## src/rtl/alu_arb_pkg.sv

```systemverilog
// alu_arb_pkg: shared widths and FSM state type for the ALU arbiter.
//   OPND_W - signed operand width
//   OP_W   - opcode width
//   RES_W  - ALU result width
//   NREQ   - number of requesters
//   CNT_W  - latency counter width (covers ALU_LAT-1 for ALU_LAT up to 4)
package alu_arb_pkg;

    localparam int unsigned OPND_W = 4;
    localparam int unsigned OP_W   = 2;
    localparam int unsigned RES_W  = 8;
    localparam int unsigned NREQ   = 2;
    localparam int unsigned CNT_W  = 2;

    typedef enum logic [1:0] {
        IDLE  = 2'd0,
        ISSUE = 2'd1,
        RESP  = 2'd2
    } state_e;

endpackage

```

## src/rtl/alu_arbiter_if.sv

```systemverilog
// alu_arbiter_if: request, response and shared-ALU signals of the ALU arbiter.
//   REQ_VALID/REQ_READY - per-requester request handshake
//   REQ_A/REQ_B/REQ_OP  - packed per-requester operands and opcodes
//   RSP_VALID/RSP_READY - per-requester response handshake
//   RSP_OUT             - shared signed result
//   ALU_A/ALU_B/ALU_OP  - operands to the shared ALU; ALU_OUT - its result
//   BUSY/GRANT_ID       - status: not idle / owner of current transaction
// Modport slave is the arbiter; master is the requester/ALU side.
interface alu_arbiter_if;
    import alu_arb_pkg::*;

    logic [NREQ-1:0]        REQ_VALID;
    logic [NREQ-1:0]        REQ_READY;
    logic [NREQ*OPND_W-1:0] REQ_A;
    logic [NREQ*OPND_W-1:0] REQ_B;
    logic [NREQ*OP_W-1:0]   REQ_OP;
    logic [NREQ-1:0]        RSP_VALID;
    logic [NREQ-1:0]        RSP_READY;
    logic [RES_W-1:0]       RSP_OUT;
    logic [OPND_W-1:0]      ALU_A;
    logic [OPND_W-1:0]      ALU_B;
    logic [OP_W-1:0]        ALU_OP;
    logic [RES_W-1:0]       ALU_OUT;
    logic                   BUSY;
    logic                   GRANT_ID;

    modport slave (
        input  REQ_VALID, REQ_A, REQ_B, REQ_OP, RSP_READY, ALU_OUT,
        output REQ_READY, RSP_VALID, RSP_OUT, ALU_A, ALU_B, ALU_OP, BUSY, GRANT_ID
    );

    modport master (
        output REQ_VALID, REQ_A, REQ_B, REQ_OP, RSP_READY, ALU_OUT,
        input  REQ_READY, RSP_VALID, RSP_OUT, ALU_A, ALU_B, ALU_OP, BUSY, GRANT_ID
    );

endinterface

```

## src/rtl/rr_arb2.sv

```systemverilog
// rr_arb2: two-way round-robin grant logic (combinational).
//   valid     - request bits of the two requesters
//   last      - index of the requester served last
//   enable    - grant allowed this cycle
//   gnt_id    - index of the winner
//   gnt_valid - a winner exists and grant is enabled
// Tying last to 1 turns this into fixed priority for requester 0.
module rr_arb2 (
    input  logic [1:0] valid,
    input  logic       last,
    input  logic       enable,
    output logic       gnt_id,
    output logic       gnt_valid
);

    always_comb begin
        gnt_valid = enable & (|valid);
        unique case (valid)
            2'b10:   gnt_id = 1'b1;
            2'b11:   gnt_id = ~last;
            default: gnt_id = 1'b0;
        endcase
    end

endmodule

```

## src/rtl/alu_arbiter.sv

```systemverilog
// alu_arbiter: shares one ALU between two requesters.
//   CLK - clock; RST - synchronous active-low reset
//   bus - alu_arbiter_if.slave: request/response handshakes, shared ALU port, status
// Parameter ALU_LAT (1..4): edges from operands presented to ALU_OUT valid.
// Macro ALU_ARB_FIXED_PRIO_EN: requester 0 always wins contention (no pointer).
module alu_arbiter
    import alu_arb_pkg::*;
#(
    parameter int unsigned ALU_LAT = 1
) (
    input logic          CLK,
    input logic          RST,
    alu_arbiter_if.slave bus
);

    state_e             state_q, state_d;
    logic [CNT_W-1:0]   cnt_q;
    logic               launch_q;
    logic               gid_q;
    logic [OPND_W-1:0]  opa_q, opb_q;
    logic [OP_W-1:0]    op_q;
    logic [RES_W-1:0]   rsp_q;
    logic               last;
    logic               gnt_id, gnt_valid;
    logic               issue_done, rsp_done;

    // Reset gates the grant so REQ_READY stays low on a reset edge.
    rr_arb2 u_arb (
        .valid     (bus.REQ_VALID),
        .last      (last),
        .enable    ((state_q == IDLE) && RST),
        .gnt_id    (gnt_id),
        .gnt_valid (gnt_valid)
    );

`ifdef ALU_ARB_FIXED_PRIO_EN
    assign last = 1'b1;
`else
    logic last_q;
    always_ff @(posedge CLK) begin
        if (!RST)          last_q <= 1'b1;
        else if (gnt_valid) last_q <= gnt_id;
    end
    assign last = last_q;
`endif

    // First ISSUE cycle launches operands into the registered ALU; the counter
    // then runs ALU_LAT-1..0 so ALU_OUT is sampled ALU_LAT+1 edges after accept.
    assign issue_done = (state_q == ISSUE) && launch_q && (cnt_q == '0);
    assign rsp_done   = (state_q == RESP) && bus.RSP_READY[gid_q];

    always_ff @(posedge CLK) begin
        if (!RST) state_q <= IDLE;
        else      state_q <= state_d;
    end

    always_comb begin
        state_d = state_q;
        unique case (state_q)
            IDLE:    if (gnt_valid)  state_d = ISSUE;
            ISSUE:   if (issue_done) state_d = RESP;
            RESP:    if (rsp_done)   state_d = IDLE;
            default:                 state_d = IDLE;
        endcase
    end

    always_ff @(posedge CLK) begin
        if (!RST) begin
            cnt_q    <= '0;
            launch_q <= 1'b0;
            gid_q    <= 1'b0;
            opa_q    <= '0;
            opb_q    <= '0;
            op_q     <= '0;
            rsp_q    <= '0;
        end else if (gnt_valid) begin
            cnt_q    <= CNT_W'(ALU_LAT - 1);
            launch_q <= 1'b0;
            gid_q    <= gnt_id;
            opa_q    <= gnt_id ? bus.REQ_A[7:4]  : bus.REQ_A[3:0];
            opb_q    <= gnt_id ? bus.REQ_B[7:4]  : bus.REQ_B[3:0];
            op_q     <= gnt_id ? bus.REQ_OP[3:2] : bus.REQ_OP[1:0];
        end else if (state_q == ISSUE) begin
            if (!launch_q)          launch_q <= 1'b1;
            else if (cnt_q != '0)   cnt_q    <= cnt_q - 2'd1;
            if (issue_done)         rsp_q    <= bus.ALU_OUT;
        end
    end

    always_comb begin
        bus.REQ_READY = gnt_valid ? (2'b01 << gnt_id) : 2'b00;
        bus.RSP_VALID = (state_q == RESP) ? (2'b01 << gid_q) : 2'b00;
        bus.RSP_OUT   = rsp_q;
        bus.BUSY      = (state_q != IDLE);
        bus.GRANT_ID  = gid_q;
        bus.ALU_A     = '0;
        bus.ALU_B     = '0;
        bus.ALU_OP    = '0;
        if (state_q == ISSUE) begin
            bus.ALU_A  = opa_q;
            bus.ALU_B  = opb_q;
            bus.ALU_OP = op_q;
        end
    end

endmodule

```

## src/flat_wrapper.sv

```systemverilog
// flat-port wrapper written by rule: the top's interface ports become plain ports
module alu_arbiter_flat import alu_arb_pkg::*;
#(
    parameter int unsigned ALU_LAT = 1
)
  (CLK, RST, bus_REQ_VALID, bus_REQ_A, bus_REQ_B, bus_REQ_OP, bus_RSP_READY, bus_ALU_OUT, bus_REQ_READY, bus_RSP_VALID, bus_RSP_OUT, bus_ALU_A, bus_ALU_B, bus_ALU_OP, bus_BUSY, bus_GRANT_ID);
  alu_arbiter_if bus_i ();
  input logic CLK;
  input logic RST;
  input wire logic [$bits(bus_i.REQ_VALID)-1:0] bus_REQ_VALID;
  input wire logic [$bits(bus_i.REQ_A)-1:0] bus_REQ_A;
  input wire logic [$bits(bus_i.REQ_B)-1:0] bus_REQ_B;
  input wire logic [$bits(bus_i.REQ_OP)-1:0] bus_REQ_OP;
  input wire logic [$bits(bus_i.RSP_READY)-1:0] bus_RSP_READY;
  input wire logic [$bits(bus_i.ALU_OUT)-1:0] bus_ALU_OUT;
  output wire logic [$bits(bus_i.REQ_READY)-1:0] bus_REQ_READY;
  output wire logic [$bits(bus_i.RSP_VALID)-1:0] bus_RSP_VALID;
  output wire logic [$bits(bus_i.RSP_OUT)-1:0] bus_RSP_OUT;
  output wire logic [$bits(bus_i.ALU_A)-1:0] bus_ALU_A;
  output wire logic [$bits(bus_i.ALU_B)-1:0] bus_ALU_B;
  output wire logic [$bits(bus_i.ALU_OP)-1:0] bus_ALU_OP;
  output wire logic [$bits(bus_i.BUSY)-1:0] bus_BUSY;
  output wire logic [$bits(bus_i.GRANT_ID)-1:0] bus_GRANT_ID;
  assign bus_i.REQ_VALID = bus_REQ_VALID;
  assign bus_i.REQ_A = bus_REQ_A;
  assign bus_i.REQ_B = bus_REQ_B;
  assign bus_i.REQ_OP = bus_REQ_OP;
  assign bus_i.RSP_READY = bus_RSP_READY;
  assign bus_i.ALU_OUT = bus_ALU_OUT;
  assign bus_REQ_READY = bus_i.REQ_READY;
  assign bus_RSP_VALID = bus_i.RSP_VALID;
  assign bus_RSP_OUT = bus_i.RSP_OUT;
  assign bus_ALU_A = bus_i.ALU_A;
  assign bus_ALU_B = bus_i.ALU_B;
  assign bus_ALU_OP = bus_i.ALU_OP;
  assign bus_BUSY = bus_i.BUSY;
  assign bus_GRANT_ID = bus_i.GRANT_ID;
  alu_arbiter #(.ALU_LAT(ALU_LAT)) u_core (.CLK(CLK), .RST(RST), .bus(bus_i));
endmodule
```

## config.mk

```make
export PLATFORM = sky130hd
export DESIGN_NAME = alu_arbiter_flat
export DESIGN_NICKNAME = d
export VERILOG_FILES = /design/src/rtl/alu_arb_pkg.sv /design/src/rtl/alu_arbiter_if.sv /design/src/rtl/rr_arb2.sv /design/src/rtl/alu_arbiter.sv /design/src/flat_wrapper.sv
export SDC_FILE = /design/constraint.sdc
export NUM_CORES = 1
export LEC_CHECK = 0
export CAP_MARGIN = 30
export CORE_UTILIZATION = 45
export CTS_CLUSTER_SIZE = 16
export DETAILED_ROUTE_END_ITERATION = 7
export DONT_BUFFER_PORTS = 1
export PLACE_DENSITY = 0.56
export RECOVER_POWER = 25
export SLEW_MARGIN = 10
export SYNTH_ARGS = -nofsm -noshare
export SYNTH_HDL_FRONTEND = slang
export SYNTH_SLANG_ARGS = --single-unit
```

## constraint.sdc

```tcl
create_clock -name CLK -period 2.4 [get_ports CLK]
set_clock_uncertainty 0.15 [all_clocks]
set_input_delay 0.24 -clock CLK [delete_from_list [all_inputs] [get_ports CLK]]
set_output_delay 0.24 -clock CLK [all_outputs]
set_load 0.05 [all_outputs]
```

# [Word level (Yosys, flattened, before mapping)]
# Index checks and enable logic that the tools add are counted.
[totals] wordCells=52 output_inout_bits=24 register_bits=25 inputBits=34
[classes] eq_ne=7 bitwise_logic=4 addsub=1 muxes=15 reduce_logical=13 n_shift=2 order_cmp=1
[op_table] op="4-bit two-way mux" count=4
[op_table] op="2-bit two-way mux" count=7
[op_table] op="3-bit AND reduction" count=3
[op_table] op="2-bit == test, second input constant" count=3
[op_table] op="2-bit by 1-bit != test with 1-bit output, second input constant" count=3
[op_table] op="2-bit one-hot mux with 3 select lines" count=1
[op_table] op="1-bit logical AND" count=4
[op_table] op="2-bit zero test" count=2
[op_table] op="2-bit nonzero test" count=2
[op_table] op="2-bit OR reduction" count=2
[op_table] op="1-bit by 1-bit << shifter with 2-bit output, first input constant" count=2
[op_table] op="1-bit NOT" count=3
[op_table] op="2-bit by 1-bit == test with 1-bit output, second input constant" count=1
[op_table] op="1-bit by 2-bit less-than comparator with 1-bit output, second input constant" count=1
[op_table] op="1-bit two-way mux" count=2
[op_table] op="1-bit one-hot mux with 2 select lines" count=1
[op_table] op="2-bit by 1-bit subtractor with 2-bit output, second input constant" count=1
[op_table] op="1-bit AND" count=1

# [Longest topological paths before layout]
# Gate-level depths: netlist (run 1).
[depth] word_depth=5 mapped_depth=6 ltp_nobuf=5

# [Modules after synthesis]
# A second synthesis (run 1) with hierarchy kept.
[hier_totals] hier_cells=131 hier_area_um2=1213.7
[by_module_without_submodules] module="alu_arbiter" cells_each=129 n_inst=1 seq_area_each_um2=500.5 area_each_um2=1194.9
[by_module_without_submodules] module="rr_arb2" cells_each=2 n_inst=1 seq_area_each_um2=0.0 area_each_um2=18.8

# [Worst setup path before layout (run 1)]
# OpenSTA, ideal clock, no wires.
[synth_path] path_type="flip-flop to output port" startpoint="register u_core.gid_q, in the netlist u_core.bus.GRANT_ID" endpoint="output bus_RSP_VALID[0]" path_buffers=0 arrival_ns=1.723 stages_incl_launch_ff=2 slack_ns=0.287 required_ns=2.010 cell_sequence="dfxtp_1 > nor3b_1"
[synth_via] elab_chain_len=2
[synth_rtl] element="start, declared" line="alu_arbiter.sv:19" rtl="logic gid_q;"
[synth_rtl] element="start signal, assigned" line="alu_arbiter.sv:79" rtl="gid_q <= gnt_id;"
[synth_rtl] element="1-bit by 1-bit << shifter with 2-bit output" line="alu_arbiter.sv:92" rtl="bus.RSP_VALID = (state_q == RESP) ? (2'b01 << gid_q) : 2'b00;"
[synth_rtl] element="2-bit two-way mux" line="alu_arbiter.sv:92"
[synth_rtl] element="end, declared" line="flat_wrapper.sv:17" rtl="output wire logic [$bits(bus_i.RSP_VALID)-1:0] bus_RSP_VALID;"
# Every way passes these cells.

# [Final worst setup path (run 1)]
[layout_path] startpoint="register u_core.state_q[0]" endpoint="register u_core.op_q[1]"
[layout_via] elab_chain_len=3
[layout_rtl] element="start, declared" line="alu_arbiter.sv:16" rtl="state_e state_q, state_d;"
[layout_rtl] element="start signal, assigned" line="alu_arbiter.sv:54" rtl="else state_q <= state_d;"
[layout_rtl] element="2-bit zero test" line="alu_arbiter.sv:31" rtl=".enable ((state_q == IDLE) && RST),"
[layout_rtl] element="1-bit logical AND" line="alu_arbiter.sv:31"
[layout_rtl] element="1-bit AND" line="rr_arb2.sv:17" rtl="gnt_valid = enable & (|valid);"
[layout_rtl] element="end signal, assigned" line="alu_arbiter.sv:82" rtl="op_q <= gnt_id ? bus.REQ_OP[3:2] : bus.REQ_OP[1:0];"
[layout_rtl] element="end, declared" line="alu_arbiter.sv:21" rtl="logic [OP_W-1:0] op_q;"
# Every way passes these cells.
# A chain may end at the register's enable or synchronous reset.

==> flow_summary.json, run 1 <==
{
  "end_kind": "flop",
  "slowest_delay_ns": 0.56,
  "placementRows": 18,
  "worstSetupPathType": "reg -> reg",
  "crit_slowest_cell": "dlygate4sd3_1",
  "wirelength_microns": 2830,
  "tightest_slew_ns": 0.642,
  "max-slew-margin-rel": 0.572,
  "routedWlPerCell_microns": 14.0,
  "syn_area_per_cell_sq_um": 8.34,
  "cp-start-kind": "flop",
  "syn_nets": 178,
  "grt_pass1_vias": 1000,
  "diodes": 0,
  "cts_buffers": 3,
  "postCtsSetupBuffers": 0,
  "hp-class": "in -> reg",
  "yosys.area.top_type": "dfxtp_1",
  "ys_warn_count": 0,
  "regArea_sq_um": 500,
  "synth_edf_count": 0,
  "htreeDepth": 1,
  "num_vias": 1121,
  "status": "complete, no violations",
  "ys.flop_type": "dfxtp_1",
  "clock-sinks": 25,
  "r2r-start": "u_core.state_q[0]",
  "rrSetupSlack_ns": 0.29,
  "globalplace.congestion": 0.722,
  "drc": 0,
  "cp.arrival_ns": 2.18,
  "synth_area_sq_mm": 0.00119,
  "yosys.area.top_type_share": 0.420,
  "clock_latency_ns": 0.31,
  "postPlaceCellArea_sq_mm": 0.00120,
  "synth.yosys.seq_area_share": 0.420,
  "coreArea_sq_mm": 0.00250,
  "period_share": 0.880,
  "worstReg2RegEnd": "u_core.op_q[1]",
  "path_max_fanout": 11,
  "fin_crit_ns": 2.11,
  "area_delta_synth_final_pct": 29.1,
  "initial_utilization": 0.477,
  "synth-seq-cells": 25,
  "clk_pin_slew_ns": 0.13,
  "fmax_mhz": 474,
  "cap_violations": 0,
  "pre_cts_slack_ns": 0.501,
  "ff2ff_path_depth": 5,
  "crit_family": "buffers and inverters",
  "synthDistinctLibCells": 38,
  "dieArea_sq_mm": 0.00286,
  "hpwl_microns": 1840,
  "firstDrtPassIters": 4,
  "setup_ws_ns": 0.289,
  "whs_endpoint": "u_core.cnt_q[0]",
  "whs_path_depth": 2,
  "worstPathRequired_ns": 2.47,
  "power_leakage_nw": 0.592,
  "dr.first_iter.drc_count": 8,
  "portBuffers": 0,
  "setup_viol": 0,
  "hp-start": "RST",
  "final_nets": 208,
  "synthArstFlopShare": 0,
  "synth.most_common_cell": "nand2_1",
  "drive_gt1_frac": 0.0872,
  "rsz0062_at_grt": "false",
  "track_usage": 0.213,
  "path_cells": "nor2_4 -> inv_2 -> o211ai_1 -> o221ai_1 -> dlygate4sd3_1",
  "grt_pass1_wl_microns": 4310,
  "grt_max_degree": 19,
  "hold_viol": 0,
  "via_per_inst": 5.55,
  "overflow": 0,
  "whs_ns": 0.0172,
  "slew_violations": 0,
  "synthCells": 143,
  "fin_area_sq_mm": 0.00154,
  "drtAntennaViolNets": 0,
  "root_buffer": "clkbuf_4",
  "synthTopCellsByArea": "dfxtp_1, nand2_1, and2_1, a311oi_1, a21oi_1",
  "vdd_ir_drop_max_v": 0.000328,
  "finalSetupTns_ns": 0,
  "crit_buf_inv": 2,
  "cts.path.max_buffers": 2,
  "antenna_found_initial": 0,
  "fin_total_pwr_w": 0.000864,
  "die_x_microns": 53.5,
  "die_h_microns": 53.5,
  "multi_input_area_sq_um": 614,
  "synthTopCellsByCount": "nand2_1, dfxtp_1, and2_1",
  "io_pins": 58,
  "nFillCells": 227,
  "power_density_mw_per_mm2": 562,
  "cts_tree": "done"
}
## placed cells by master (no fill, tap or decap)
| master | netlist | final |
|---|---|---|
| and4b_1 | 1 | 1 |
| nand4b_1 | 1 | 1 |
| nand2_1 | 31 | 31 |
| mux2i_1 | 3 | 3 |
| clkinv_2 | 0 | 1 |
| nor2_4 | 0 | 1 |
| buf_4 | 1 | 2 |
| nand4_1 | 2 | 2 |
| o21ai_1 | 2 | 2 |
| and3b_1 | 1 | 1 |
| a21oi_1 | 9 | 9 |
| clkbuf_1 | 1 | 1 |
| and2_1 | 10 | 10 |
| clkbuf_4 | 0 | 3 |
| ha_1 | 1 | 1 |
| dlygate4sd3_1 | 0 | 31 |
| nand3_1 | 1 | 1 |
| xnor2_1 | 1 | 1 |
| inv_2 | 2 | 2 |
| o21a_1 | 1 | 1 |
| or2_2 | 1 | 1 |
| and4bb_2 | 1 | 1 |
| a211oi_1 | 1 | 1 |
| dfxtp_1 | 25 | 25 |
| o221ai_1 | 1 | 1 |
| nor4_1 | 1 | 1 |
| nor3b_2 | 0 | 1 |
| o21ai_0 | 2 | 2 |
| a311oi_1 | 7 | 7 |
| o211ai_1 | 3 | 3 |
| inv_1 | 6 | 6 |
| a21boi_2 | 1 | 1 |
| nor3_4 | 1 | 1 |
| nor2_1 | 6 | 6 |
| a21bo_2 | 1 | 1 |
| nor2b_1 | 1 | 1 |
| nand3b_1 | 1 | 1 |
| a31oi_1 | 7 | 7 |
## cell families (layout without fill, tap and decap cells)
family | Yosys count | in the layout | synth area share
flip-flops | 25 | 25 | 0.420
AND/OR/NAND/NOR | 61 | 61 | 0.264
multiplexers | 3 | 3 | 0.0252
AO/OA/AOI/OAI | 35 | 35 | 0.199
XOR/XNOR | 1 | 1 | 0.00735
adder cells (fa/ha/maj) | 1 | 1 | 0.0105
buffers and inverters | 17 | 46 | 0.0734
## report_power, final
group          internal (W)  leakage [nW]  switching (W)
Clock             0.0000623        0.0177       0.000127
Sequential         0.000441         0.204      0.0000323
Combinational     0.0000796         0.369       0.000123
## state kept, by name, indices dropped and copies added (netlist names)
signal               count
u_core.bus.GRANT_ID      1
u_core.bus.RSP_OUT       8
u_core.cnt_q             2
u_core.last              1
u_core.launch_q          1
u_core.op_q              2
u_core.opa_q             4
u_core.opb_q             4
u_core.state_q           2
## routing by layer
layer,wire (microns),GRT usage,up-vias
met1,1160,0.224,521
met2,1490,0.394,36
met4,12,0.0789,0
li1,-,-,562
met3,160,0.0575,2
met5,0,0,-
## what timing repair did
action,in CTS,in global routing
hold buffers,31,0
hold endpoints to repair,20,0
resized for setup,0,1
setup endpoints to repair,0,1
## worst max path at each step
| stage | cells after the start | start | endpoint | slack (ns) |
|---|---|---|---|---|
| floorplan | 1 | u_core.bus.GRANT_ID | bus_RSP_VALID[0] | 0.29 |
| global placement | 4 | u_core.state_q[0] | u_core.opa_q[3] | 0.59 |
| detailed placement | 4 | u_core.state_q[0] | u_core.op_q[0] | 0.50 |
| CTS | 5 | u_core.state_q[0] | u_core.op_q[1] | 0.12 |
| global route | 5 | u_core.state_q[0] | u_core.op_q[1] | 0.15 |
| finish | 5 | u_core.state_q[0] | u_core.op_q[1] | 0.29 |
## layout make-up
class,instances,share of cell area
Clock buffer,3,0.0146
Timing Repair Buffer,34,0.214
Inverter,8,0.0195
Clock inverter,1,0.00325
Tap cell,30,0.0244
Multi-Input combinational cell,101,0.399
Sequential cell,25,0.325
## metrics by stage
step / cells / util
2_1_floorplan: 143 / -
3_3_place_gp: 167 / 0.480
3_5_place_dp: 167 / 0.480
4_1_cts: 202 / 0.615
5_1_grt: 202 / 0.616
6_report: 202 / 0.616
(Power assumes the default switching activity.)
==> run 2: changes to the inputs <==
--- a/config.mk
+++ b/config.mk
@@ -10,6 +10,7 @@
 export CTS_CLUSTER_SIZE = 16
 export DETAILED_ROUTE_END_ITERATION = 7
 export DONT_BUFFER_PORTS = 1
+export MAX_ROUTING_LAYER = met4
 export PLACE_DENSITY = 0.56
 export RECOVER_POWER = 25
 export SLEW_MARGIN = 10
==> run 2 against run 1 <==
Sequential share of layout area unchanged. Non-clock buffer count unchanged. Combinational power about the same. First-iteration DRC count increased by 13%. Register-to-register slack about the same. Design area unchanged. Power about the same. Worst hold slack about the same. Maximum frequency increased by 0.29%. Die area unchanged. Clock-buffer cell count unchanged. Critical path type unchanged. Largest cell class unchanged. Largest power group unchanged.
==> flow_summary.json, run 2 (same netlist as run 1, synthesis figures left out) <==
{
  "htreeDepth": 1,
  "crit_slowest_cell": "dlygate4sd3_1",
  "drive_gt1_frac": 0.0872,
  "routedWlPerCell_microns": 14.1,
  "pre_cts_slack_ns": 0.501,
  "clk_pin_slew_ns": 0.13,
  "initial_utilization": 0.477,
  "tightest_slew_ns": 0.644,
  "slowest_delay_ns": 0.56,
  "path_max_fanout": 11,
  "dieArea_sq_mm": 0.00286,
  "hpwl_microns": 1840,
  "portBuffers": 0,
  "final_cell_mix": "nand2_1, dlygate4sd3_1, dfxtp_1",
  "firstDrtPassIters": 3,
  "clock-sinks": 25,
  "diodes": 0,
  "dr.first_iter.drc_count": 9,
  "antenna_found_initial": 0,
  "num_vias": 1113,
  "root_buffer": "clkbuf_4",
  "overflow": 0,
  "worstSetupPathType": "reg -> reg",
  "largest_reg_flops": 8,
  "grt_max_degree": 19,
  "whs_ns": 0.0174,
  "power_leakage_nw": 0.592,
  "regArea_sq_um": 500,
  "setup_ws_ns": 0.295,
  "worstPathRequired_ns": 2.47,
  "vdd_ir_drop_max_v": 0.000327,
  "period_share": 0.877,
  "status": "complete, no violations",
  "track_usage": 0.218,
  "drc": 0,
  "via_per_inst": 5.51,
  "instances_no_fill": 202,
  "cts.path.max_buffers": 2,
  "dpl.cell_count": 167,
  "end_kind": "flop",
  "io_pins": 58,
  "grt_pass1_wl_microns": 4320,
  "fmax_mhz": 475,
  "utilization": 0.616,
  "grt_pass1_vias": 999,
  "clock_latency_ns": 0.31,
  "slew_violations": 0,
  "finalSetupTns_ns": 0,
  "cp.arrival_ns": 2.17,
  "drtAntennaViolNets": 0,
  "die_h_microns": 53.5,
  "coreArea_sq_mm": 0.00250,
  "power_density_mw_per_mm2": 561,
  "globalplace.congestion": 0.731,
  "cts_buffers": 3,
  "die_x_microns": 53.5,
  "wirelength_microns": 2850,
  "hold_viol": 0,
  "path_cells": "nor2_4 -> inv_2 -> o211ai_1 -> o221ai_1 -> dlygate4sd3_1",
  "area_delta_synth_final_pct": 29.1,
  "rsz0062_at_grt": "false",
  "final_nets": 208,
  "placementRows": 18,
  "nFillCells": 227,
  "cap_violations": 0,
  "cp-start-kind": "flop",
  "hp-class": "in -> reg",
  "max-slew-margin-rel": 0.570,
  "cts_tree": "done",
  "setup_viol": 0,
  "fin_crit_ns": 2.11,
  "multi_input_area_sq_um": 614
}
[run 2: path summary, 6_finish.rpt]
check	slack, ns	endpoint	cells past startpoint	from
max reg2reg	0.29	u_core.op_q[1]	5	u_core.state_q[0]
min	0.02	u_core.cnt_q[0]	2	RST
min reg2reg	0.37	u_core.cnt_q[1]	2	u_core.cnt_q[1]
max	0.29	u_core.op_q[1]	5	u_core.state_q[0]
[run 2: final cells by class]
class / count / area share
Clock buffer: 3 / 0.0146
Clock inverter: 1 / 0.00325
Tap cell: 30 / 0.0244
Timing Repair Buffer: 34 / 0.214
Sequential cell: 25 / 0.325
Multi-Input combinational cell: 101 / 0.399
Inverter: 8 / 0.0195
[run 2: worst max-delay path, delay by kind of cell, from the launching register on]
family / cells / cell delay (ns)
buffers and inverters: 2 / 0.78
flip-flops: 1 / 0.42
AO/OA/AOI/OAI: 2 / 0.35
AND/OR/NAND/NOR: 1 / 0.30
[run 2: repair_timing]
action                                  in CTS  in global routing
endpoints found under the hold margin       20                  0
setup buffers                                0                  0
endpoints found under the setup margin       0                  1
hold buffers                                31                  0
resized for setup                            0                  1
[run 2: report_power, final]
group          internal [W]  switching (W)
combinational     0.0000796       0.000123
sequential         0.000441      0.0000324
clock             0.0000623       0.000126
total              0.000582       0.000282
[run 2: per-layer routing]
metal  share of wire  global-route usage  vias to the layer above
li1                -                   -                      557
met1            0.42               0.231                      518
met2            0.53               0.394                       36
met3           0.046              0.0460                        2
met4          0.0042              0.0789                        0
met5               0                   -                        -
[run 2: through the flow]
| stage | total power [W] | cell area [sq um] |
|---|---|---|
| after global routing | 0.000912 | 1540 |
| after detailed placement | 0.000639 | 1200 |
| after floorplan | 0.000622 | 1190 |
| final | 0.000864 | 1540 |
| after global placement | 0.000635 | 1200 |
| after CTS | 0.000871 | 1540 |
==> run 3: changes to the inputs <==
--- a/config.mk
+++ b/config.mk
@@ -16,4 +16,5 @@
 export SLEW_MARGIN = 10
 export SYNTH_ARGS = -nofsm -noshare
 export SYNTH_HDL_FRONTEND = slang
+export SYNTH_HIERARCHICAL = 1
 export SYNTH_SLANG_ARGS = --single-unit
==> run 3 against run 2 <==
Design area fell by 5.6%. Sequential share of layout area increased by 1.9 points. Non-clock buffer count shrank 13. Die area rose by 1.7%. Clock power is 3% higher. Synthesized cell count decreased by 8.4%. Critical path depth unchanged. Clock-buffer cell count stayed put. Cell count shrank 12%. Power is 3.7% lower. Synthesized area increased by 1.8%. Largest power group unchanged.
==> flow_summary.json, run 3 <==
{
  "crit_slowest_cell": "o21a_1",
  "slowest_delay_ns": 0.43,
  "cp.arrival_ns": 1.81,
  "pre_cts_slack_ns": 0.520,
  "max-slew-margin-rel": 0.603,
  "clock-sinks": 25,
  "synth-compound-area-share": 0.116,
  "final_nets": 183,
  "die_h_microns": 53.9,
  "vdd_ir_drop_max_v": 0.000316,
  "finalSetupTns_ns": 0,
  "synth_xor_area_frac": 0.00722,
  "dr.first_iter.drc_count": 10,
  "yosys.area.top_type_share": 0.412,
  "fin_crit_ns": 2.20,
  "cp-start-kind": "flop",
  "via_per_inst": 5.27,
  "worstSetupPathType": "reg -> out",
  "syn_nets": 166,
  "synth.most_common_cell": "nand2_1",
  "synthDistinctLibCells": 27,
  "ys_warn_count": 6,
  "hold_viol": 0,
  "crit_buf_inv": 2,
  "utilization": 0.576,
  "postCtsSetupBuffers": 0,
  "yosys.area.top_type": "dfxtp_1",
  "fmax_mhz": 455,
  "path_cells": "nor3b_1 -> o21a_1 -> nand2_1 -> inv_1 -> buf_12",
  "cts_tree": "done",
  "wirelength_microns": 2440,
  "globalplace.congestion": 0.761,
  "crit_family": "compound AO/OA/AOI/OAI gates",
  "area_delta_synth_final_pct": 19.7,
  "ys.flop_type": "dfxtp_1",
  "intPower_w": 0.000575,
  "cts_buffers": 3,
  "clock_latency_ns": 0.32,
  "power_density_mw_per_mm2": 572,
  "drive_gt1_frac": 0.129,
  "final_cell_mix": "nand2_1, dfxtp_1, mux2i_1",
  "rsz0062_at_grt": "false",
  "diodes": 0,
  "setup_viol": 0,
  "synthArstFlopShare": 0,
  "drtAntennaViolNets": 0,
  "final_common_cell": "nand2_1",
  "grt_max_degree": 32,
  "antenna_found_initial": 0,
  "io_pins": 58,
  "worstPathRequired_ns": 2.01,
  "fin_total_pwr_w": 0.000832,
  "synth_edf_count": 0,
  "cts.path.max_buffers": 2,
  "initial_utilization": 0.481,
  "cap_violations": 0,
  "track_usage": 0.173,
  "slew_violations": 0,
  "die_x_microns": 53.9,
  "power_leakage_nw": 0.635,
  "synthTopCellsByArea": "dfxtp_1, mux2i_1, nand2_1, o211a_1, and2_1",
  "synthMuxAreaShare": 0.157,
  "placementRows": 18,
  "grt_pass1_vias": 817,
  "seqPwrFrac": 0.556,
  "combPwrFrac": 0.212,
  "hp-class": "in -> reg",
  "synth_area_sq_mm": 0.00121,
  "dieArea_sq_mm": 0.00291,
  "hpwl_microns": 1680,
  "grt_pass1_wl_microns": 3480,
  "portBuffers": 0,
  "clock_power_share": 0.232,
  "routedWlPerCell_microns": 13.8,
  "end_kind": "output pin",
  "firstDrtPassIters": 2,
  "htreeDepth": 1,
  "path_max_fanout": 12,
  "clk_pin_slew_ns": 0.14,
  "period_share": 0.916,
  "drc": 0,
  "tightest_slew_ns": 0.598,
  "swShare": 0.308,
  "synthAdderAreaFrac": 0.0103,
  "overflow": 0,
  "coreArea_sq_mm": 0.00252,
  "status": "complete, no violations",
  "setup_ws_ns": 0.201,
  "p_switching_w": 0.000257,
  "synth-seq-cells": 25,
  "synth.yosys.seq_area_share": 0.412,
  "largest_reg_flops": 8,
  "syn_area_per_cell_sq_um": 9.26,
  "yosys.area_share.simple": 0.257,
  "num_vias": 932,
  "synthCells": 131,
  "synthTopCellsByCount": "nand2_1, dfxtp_1, mux2i_1",
  "synth_top_family_by_area": "simple AND/OR/NAND/NOR gates",
  "root_buffer": "clkbuf_4"
}
[run 3: cell count changes in the layout (fill, tap and decap cells not counted), moves of 7 or more]
| cell | previous run | this run |
|---|---|---|
| a21oi_1 | 9 | 0 |
| a311oi_1 | 7 | 0 |
| a31oi_1 | 7 | 0 |
| dlygate4sd3_1 | 31 | 12 |
| mux2i_1 | 3 | 19 |
| o211a_1 | 0 | 10 |
[run 3: routing by layer]
metal  share of wire  track usage  wire [microns]  vias up
li1                -            -               -      474
met1            0.44        0.193            1070      429
met2            0.49        0.296            1200       27
met3           0.059       0.0311             144        2
met4          0.0062       0.0789              15        0
met5               0            -               0        -
[run 3: metrics by stage]
stage / cells / hold slack (ns) / area (sq um)
2_1_floorplan: 131 / 0.232 / 1210
3_5_place_dp: 160 / 0.170 / 1290
3_3_place_gp: 160 / 0.177 / 1290
6_report: 177 / 0.0163 / 1450
5_1_grt: 177 / 0.0121 / 1450
4_1_cts: 176 / 0.00227 / 1440
[run 3: logic make-up (layout without fill, tap and decap cells)]
group	after synthesis	count (layout)
and+or+nand+nor	58	58
xor gates and xnor gates	1	1
adders and majority gates	1	1
muxes	19	19
buffers and inverters	12	28
AOI/OAI and AO/OA	15	15
DFF	25	25
[run 3: power by group through the flow]
| stage | Clock, W | Sequential, W | Combinational, W |
|---|---|---|---|
| floorplan | 0 | 0.000469 | 0.000129 |
| global placement | 0 | 0.000471 | 0.000149 |
| detailed placement | 0 | 0.000471 | 0.000151 |
| CTS | 0.000207 | 0.000462 | 0.000175 |
| global route | 0.000213 | 0.000466 | 0.000190 |
| finish | 0.000193 | 0.000462 | 0.000176 |
[run 3: worst min-delay path: stages]
cell and delay, ns:
mux2i_1 0.05, nand3b_1 0.08, a21boi_0 0.07
[run 3: layout make-up]
class	instances	area, sq um
fill	251	1070
multi-input combinational	94	672
sequential	25	500
timing repair buffer	21	204
tap	30	37.5
clock buffer	3	22.5
inverter	3	11.3
clock inverter	1	5.00
[run 3: worst paths after layout]
kind / startpoint / end / slack (ns) / depth (start not counted)
worst max-delay path: u_core/state_q[1] / bus_REQ_READY[1] / 0.20 / 5
worst min-delay path: bus_RSP_READY[0] / u_core/state_q[1] / 0.02 / 3
worst max register to register: u_core/state_q[1] / u_core/state_q[0] / 0.54 / 5
worst min register to register: u_core/opb_q[1] / u_core/opb_q[1] / 0.34 / 1
[run 3: what timing repair did]
item,in CTS,in global routing
setup endpoints to repair,0,6
resized for setup,0,1
hold endpoints to repair,25,0
hold buffers,12,0
